[config.mk]
export PLATFORM = sky130hd
export DESIGN_NAME = vga_output_stage
export DESIGN_NICKNAME = d
export VERILOG_FILES = /design/src/rtl/vga_output_stage.sv
export SDC_FILE = /design/constraint.sdc
export NUM_CORES = 1
export LEC_CHECK = 0
export ABC_AREA = 1
export CAP_MARGIN = 15
export CORE_MARGIN = 2
export CORE_UTILIZATION = 30
export CTS_CLUSTER_SIZE = 25
export DETAILED_ROUTE_END_ITERATION = 8
export GPL_ROUTABILITY_DRIVEN = 0
export HOLD_SLACK_MARGIN = 0.05
export PLACE_DENSITY = 0.71
export SLEW_MARGIN = 15
export SYNTH_ARGS = -nofsm -noshare
export SYNTH_HDL_FRONTEND = slang
export SYNTH_SLANG_ARGS = --single-unit
[constraint.sdc]
create_clock -name video_clk -period 2.9 [get_ports video_clk]
set_clock_uncertainty 0.2 [all_clocks]
set_input_delay 0.87 -clock video_clk [delete_from_list [all_inputs] [get_ports video_clk]]
set_output_delay 0.87 -clock video_clk [all_outputs]
set_load 0.01 [all_outputs]
[src/rtl/vga_output_stage.sv]
// Final pixel stage: aligns sync/active/counters to the renderer RGB latency, blanks, registers DAC outputs
// and tracks per-frame status. Optional border overlay is enabled by defining VGA_BORDER_EN.
module vga_output_stage #(
  parameter int unsigned SYNC_DELAY = 2,
  parameter int unsigned H_LAST     = 639,
  parameter int unsigned V_LAST     = 479
) (
  input  logic        video_clk,
  input  logic        reset_n,
  input  logic        hsync_in,
  input  logic        vsync_in,
  input  logic        display_active,
  input  logic [9:0]  hcount,
  input  logic [9:0]  vcount,
  input  logic [11:0] rgb_in,
  input  logic        pixel_valid,
  input  logic [11:0] border_color,
  output logic        hsync,
  output logic        vsync,
  output logic [3:0]  red,
  output logic [3:0]  green,
  output logic [3:0]  blue,
  output logic [7:0]  frame_count,
  output logic        frame_start,
  output logic        underrun
);

  localparam int unsigned CW   = 10;
  localparam int unsigned RGBW = 12;
  localparam int unsigned FCW  = 8;

  logic [SYNC_DELAY-1:0] hs_pipe;
  logic [SYNC_DELAY-1:0] vs_pipe;
  logic [SYNC_DELAY-1:0] act_pipe;
  logic [CW-1:0]         hc_pipe [SYNC_DELAY];
  logic [CW-1:0]         vc_pipe [SYNC_DELAY];

  logic            d_hsync;
  logic            d_vsync;
  logic            d_active;
  logic [CW-1:0]   d_hcount;
  logic [CW-1:0]   d_vcount;
  logic            border_px;
  logic            vs_prev;
  logic            vs_fall;
  logic            ur_set;
  logic [RGBW-1:0] rgb_next;

  // Sync/active/counter delay line; flushes to inactive values on reset
  always_ff @(posedge video_clk or negedge reset_n) begin
    if (!reset_n) begin
      hs_pipe  <= '1;
      vs_pipe  <= '1;
      act_pipe <= '0;
      for (int i = 0; i < int'(SYNC_DELAY); i++) begin
        hc_pipe[i] <= '0;
        vc_pipe[i] <= '0;
      end
    end else begin
      hs_pipe[0]  <= hsync_in;
      vs_pipe[0]  <= vsync_in;
      act_pipe[0] <= display_active;
      hc_pipe[0]  <= hcount;
      vc_pipe[0]  <= vcount;
      for (int i = 1; i < int'(SYNC_DELAY); i++) begin
        hs_pipe[i]  <= hs_pipe[i-1];
        vs_pipe[i]  <= vs_pipe[i-1];
        act_pipe[i] <= act_pipe[i-1];
        hc_pipe[i]  <= hc_pipe[i-1];
        vc_pipe[i]  <= vc_pipe[i-1];
      end
    end
  end

  assign d_hsync  = hs_pipe[SYNC_DELAY-1];
  assign d_vsync  = vs_pipe[SYNC_DELAY-1];
  assign d_active = act_pipe[SYNC_DELAY-1];
  assign d_hcount = hc_pipe[SYNC_DELAY-1];
  assign d_vcount = vc_pipe[SYNC_DELAY-1];

`ifdef VGA_BORDER_EN
  assign border_px = d_active && ((d_hcount == CW'(0)) || (d_hcount == CW'(H_LAST)) ||
                                  (d_vcount == CW'(0)) || (d_vcount == CW'(V_LAST)));
`else
  logic unused_coords;
  assign border_px     = 1'b0;
  assign unused_coords = ^{d_hcount, d_vcount};
`endif

  assign vs_fall = vs_prev & ~d_vsync;
  assign ur_set  = d_active & ~pixel_valid & ~border_px;

  // Colour select: blanking outside active video is absolute
  always_comb begin
    rgb_next = '0;
    if (border_px) begin
      rgb_next = border_color;
    end else if (d_active && pixel_valid) begin
      rgb_next = rgb_in;
    end
  end

  always_ff @(posedge video_clk or negedge reset_n) begin
    if (!reset_n) begin
      hsync              <= 1'b1;
      vsync              <= 1'b1;
      {red, green, blue} <= '0;
      vs_prev            <= 1'b1;
      frame_start        <= 1'b0;
      frame_count        <= '0;
      underrun           <= 1'b0;
    end else begin
      hsync              <= d_hsync;
      vsync              <= d_vsync;
      {red, green, blue} <= rgb_next;
      vs_prev            <= d_vsync;
      frame_start        <= vs_fall;
      if (vs_fall) begin
        frame_count <= frame_count + FCW'(1);
      end
      // Frame boundary clear takes priority over a same-cycle underrun
      if (vs_fall) begin
        underrun <= 1'b0;
      end else if (ur_set) begin
        underrun <= 1'b1;
      end
    end
  end

endmodule

==> results.rst <==
.. list-table::
   :header-rows: 1

   * - Metric
     - Value
   * - Run status
     - finished clean
   * - # clock sinks
     - 30
   * - Top FF cell, synth
     - sky130_fd_sc_hd__dfrtp_1
   * - Library cell with the largest summed area after synthesis
     - sky130_fd_sc_hd__dfrtp_1
   * - Top Family by Delay on Critical Path
     - flip-flops
   * - Via/cell ratio
     - 3.99
   * - F_max
     - 0.396 GHz
   * - Tightest Hold Check Type
     - flip-flop to flip-flop
   * - Combinational family with the most area after synthesis
     - simple AND/OR/NAND/NOR gates
   * - Simple-Gate Fraction of Synth Area
     - 18.2%
   * - Overflow left after global routing
     - 0
   * - Number of synthesized register bits
     - 30
   * - Critical path fanouts, max
     - 4
   * - CTS clk-pin slew, worst paths
     - 100 ps
   * - LEAKAGE
     - 0.802 nW
   * - Synthesized area per cell
     - 10.4 µm²
   * - Final-report max-slew violation count
     - 0
   * - Synth Area in XOR/XNOR
     - 2.39%
   * - Kind of start point of the critical path
     - flip-flop
   * - Post-CTS setup buffer count
     - 0
   * - Count of unique library cells instantiated by Yosys
     - 15
   * - Number of setup violations in the final report
     - 0
   * - Final HPWL from detailed placement
     - 1.55 mm
   * - Post-synth ARST share
     - 100%
   * - Mapped Area
     - 1100 µm²
   * - Number of buffer and inverter instances along the worst setup path
     - 1
   * - TritonCTS clock tree
     - built
   * - Share of cells above drive strength 1
     - 11.6%
   * - Crit path largest cell delay
     - 570 ps
   * - Buffers from clock root to sink, at most
     - 2
   * - Count of synthesis-stage warnings from yosys
     - 0
   * - Die boundary width
     - 64.5 µm
   * - Antenna violation net count after detailed routing
     - 0
   * - Root buf cell
     - sky130_fd_sc_hd__clkbuf_4
   * - Most frequent cells after synthesis
     - sky130_fd_sc_hd__dfrtp_1, sky130_fd_sc_hd__inv_1, sky130_fd_sc_hd__nor2_1
   * - Synth Instances
     - 106
   * - Post-route minimum period
     - 2530 ps
   * - Slew at the pin closest to its max-slew limit
     - 375 ps
   * - Total die area
     - 4160 µm²
   * - Pre-Repair DR Iteration Count
     - 3
   * - Area share of fa/ha/maj cells after synthesis
     - 1.14%
   * - Floorplan core area
     - 3420 µm²
   * - Syn nets
     - 157
   * - Routed length per instance
     - 10.6 µm
   * - Antenna violations before repair
     - 0
   * - Setup repair after global routing missed its margin
     - false
   * - Worst voltage drop across the vdd grid
     - 0.325 mV
   * - Synth Area in Compound Gates
     - 0.912%
   * - H-tree levels
     - 2
   * - TNS Setup
     - 0 ps
   * - Most instantiated library cell after synthesis
     - sky130_fd_sc_hd__dfrtp_1
   * - Final-report hold violation count
     - 0
   * - Number of buffers inserted for hold repair after clock tree synthesis
     - 0
   * - Period utilization
     - 87.2%
   * - Synth top area cells
     - sky130_fd_sc_hd__dfrtp_1, sky130_fd_sc_hd__dfstp_2, sky130_fd_sc_hd__inv_1, sky130_fd_sc_hd__nor2_1, sky130_fd_sc_hd__nand2_1
   * - Initial core utilization
     - 32.1%
   * - Post-layout total power
     - 0.000992 W
   * - Floorplan die height
     - 64.5 µm
   * - Number of port buffers
     - 41
   * - # DRC
     - 0
   * - Seq/Total Area, Yosys
     - 69.1%
   * - CP required
     - 1830 ps
   * - Multiplexer share of the synthesized area
     - 0%
   * - Ordered cell list for the critical path
     - clkdlybuf4s50_1
   * - Total of max-cap violations
     - 0
   * - Growth of design area from synthesis to finish
     - 48.5%
   * - TritonCTS Buffers
     - 5
   * - # rows
     - 21
   * - Arrival time reported for the critical path endpoint
     - 1460 ps
   * - Final Instance Area
     - 1630 µm²
   * - Vias in the first global route
     - 880
   * - Number of inserted diodes
     - 0
   * - Total routing resource utilization after global routing
     - 12.0%
   * - Global-route wire length before repair
     - 3.60 mm
   * - Worst skew pair latency
     - 330 ps
   * - Number of cells upsized or downsized after cts
     - 0
   * - Sort of element at the end of the critical path
     - output pin
   * - Maximum number of pins on one net before global-route repair
     - 31
   * - Number of enable-type register cells in the synthesized netlist
     - 0
   * - PD cells
     - 609 nW/µm²
   * - Worst relative slew slack
     - 74.9%
   * - Total via count after detailed routing
     - 801
   * - Cell with the largest stage delay on the worst path
     - sky130_fd_sc_hd__dfstp_2
   * - Type of the worst setup path
     - flip-flop to output pin
   * - NumNets Final
     - 205
   * - Area after detailed placement
     - 1570 µm²
   * - Initial DRC Count
     - 13
   * - Area share of the largest cell type after synthesis
     - 54.7%
   * - Routed Wire Length
     - 2.13 mm
   * - Number of placed I/O pins
     - 74
-- power breakdown --
group	switching, W	internal (W)
logic	0.0000959	0.000123
registers	0.0000489	0.000467
clock network	0.000140	0.000117
total	0.000285	0.000707
-- state kept, by name, summed over array words and instances, names as in the netlist, 2 cells and up --
name         cells
act_pipe         2
blue             4
frame_count      8
green            4
hs_pipe          2
red              4
vs_pipe          2
-- metal layers --
layer  wire length [µm]  vias to the layer above  global-route usage [%]
met1                804                      360                    11.2
met2                992                       38                    19.1
li1                   -                      399                       -
met4                 25                        0                    5.59
met5                  0                        -                       0
met3                306                        4                    9.20
-- through the flow --
| stage | std cells | setup WS, ps | hold WS (ps) | util, % |
|---|---|---|---|---|
| 4_1_cts | 201 | 353 | 159 | 47.7 |
| 3_5_place_dp | 193 | 735 | 140 | 45.9 |
| 5_1_grt | 201 | 302 | 164 | 47.7 |
| 3_3_place_gp | 193 | 728 | 133 | 45.9 |
| 6_report | 201 | 372 | 156 | 47.7 |
| 2_1_floorplan | 106 | 1280 | 131 | - |
-- logic make-up (layout without fill, tap and decap cells) --
logic type / after synthesis / count (layout)
AND/OR/NAND/NOR: 46 / 46
XOR/XNOR: 3 / 3
buffers and inverters: 24 / 73
AO/OA/AOI/OAI: 2 / 2
adder cells (fa/ha/maj): 1 / 1
flip-flops: 30 / 30
-- placed cells by master (no fill, tap or decap), types with 2 or more instances in the layout --
cell type,Yosys,layout
sky130_fd_sc_hd__nor2_1,20,20
sky130_fd_sc_hd__clkbuf_4,0,5
sky130_fd_sc_hd__clkdlybuf4s50_1,0,41
sky130_fd_sc_hd__xnor2_1,2,2
sky130_fd_sc_hd__dfrtp_1,24,24
sky130_fd_sc_hd__nand3_1,4,4
sky130_fd_sc_hd__nor2_4,2,2
sky130_fd_sc_hd__nand2_1,19,19
sky130_fd_sc_hd__inv_1,22,22
sky130_fd_sc_hd__dfstp_2,6,6
-- final cells by class --
class	instances	area, µm²
Fill cell	344	1790
Sequential cell	30	758
Timing Repair Buffer	42	418
Multi-Input combinational cell	52	249
Inverter	23	86.3
Tap cell	46	57.6
Clock buffer	7	55.1
Clock inverter	1	5.00
-- final timing paths --
kind                       cells past startpoint        endpoint  slack [ps]   startpoint
max                                            1           vsync         370        vsync
min                                            0     act_pipe[1]         160  act_pipe[0]
max reg2reg                                    7  frame_count[6]        1490        vsync
min reg2reg                                    0     act_pipe[1]         160  act_pipe[0]
max in group asynchronous                      2      hs_pipe[0]        1470      reset_n
min in group asynchronous                      2  frame_count[5]         710      reset_n
-- worst reg2reg max path: stages, from the launching register on --
cell                      delay, ps
sky130_fd_sc_hd__dfstp_2        570
sky130_fd_sc_hd__inv_2           50
sky130_fd_sc_hd__nor2_4         150
sky130_fd_sc_hd__nand2_4         90
sky130_fd_sc_hd__nor2_4         100
sky130_fd_sc_hd__nand2_1         60
sky130_fd_sc_hd__nand2_1         50
sky130_fd_sc_hd__nand2_1         40
Power figures use the tool's default switching activity.
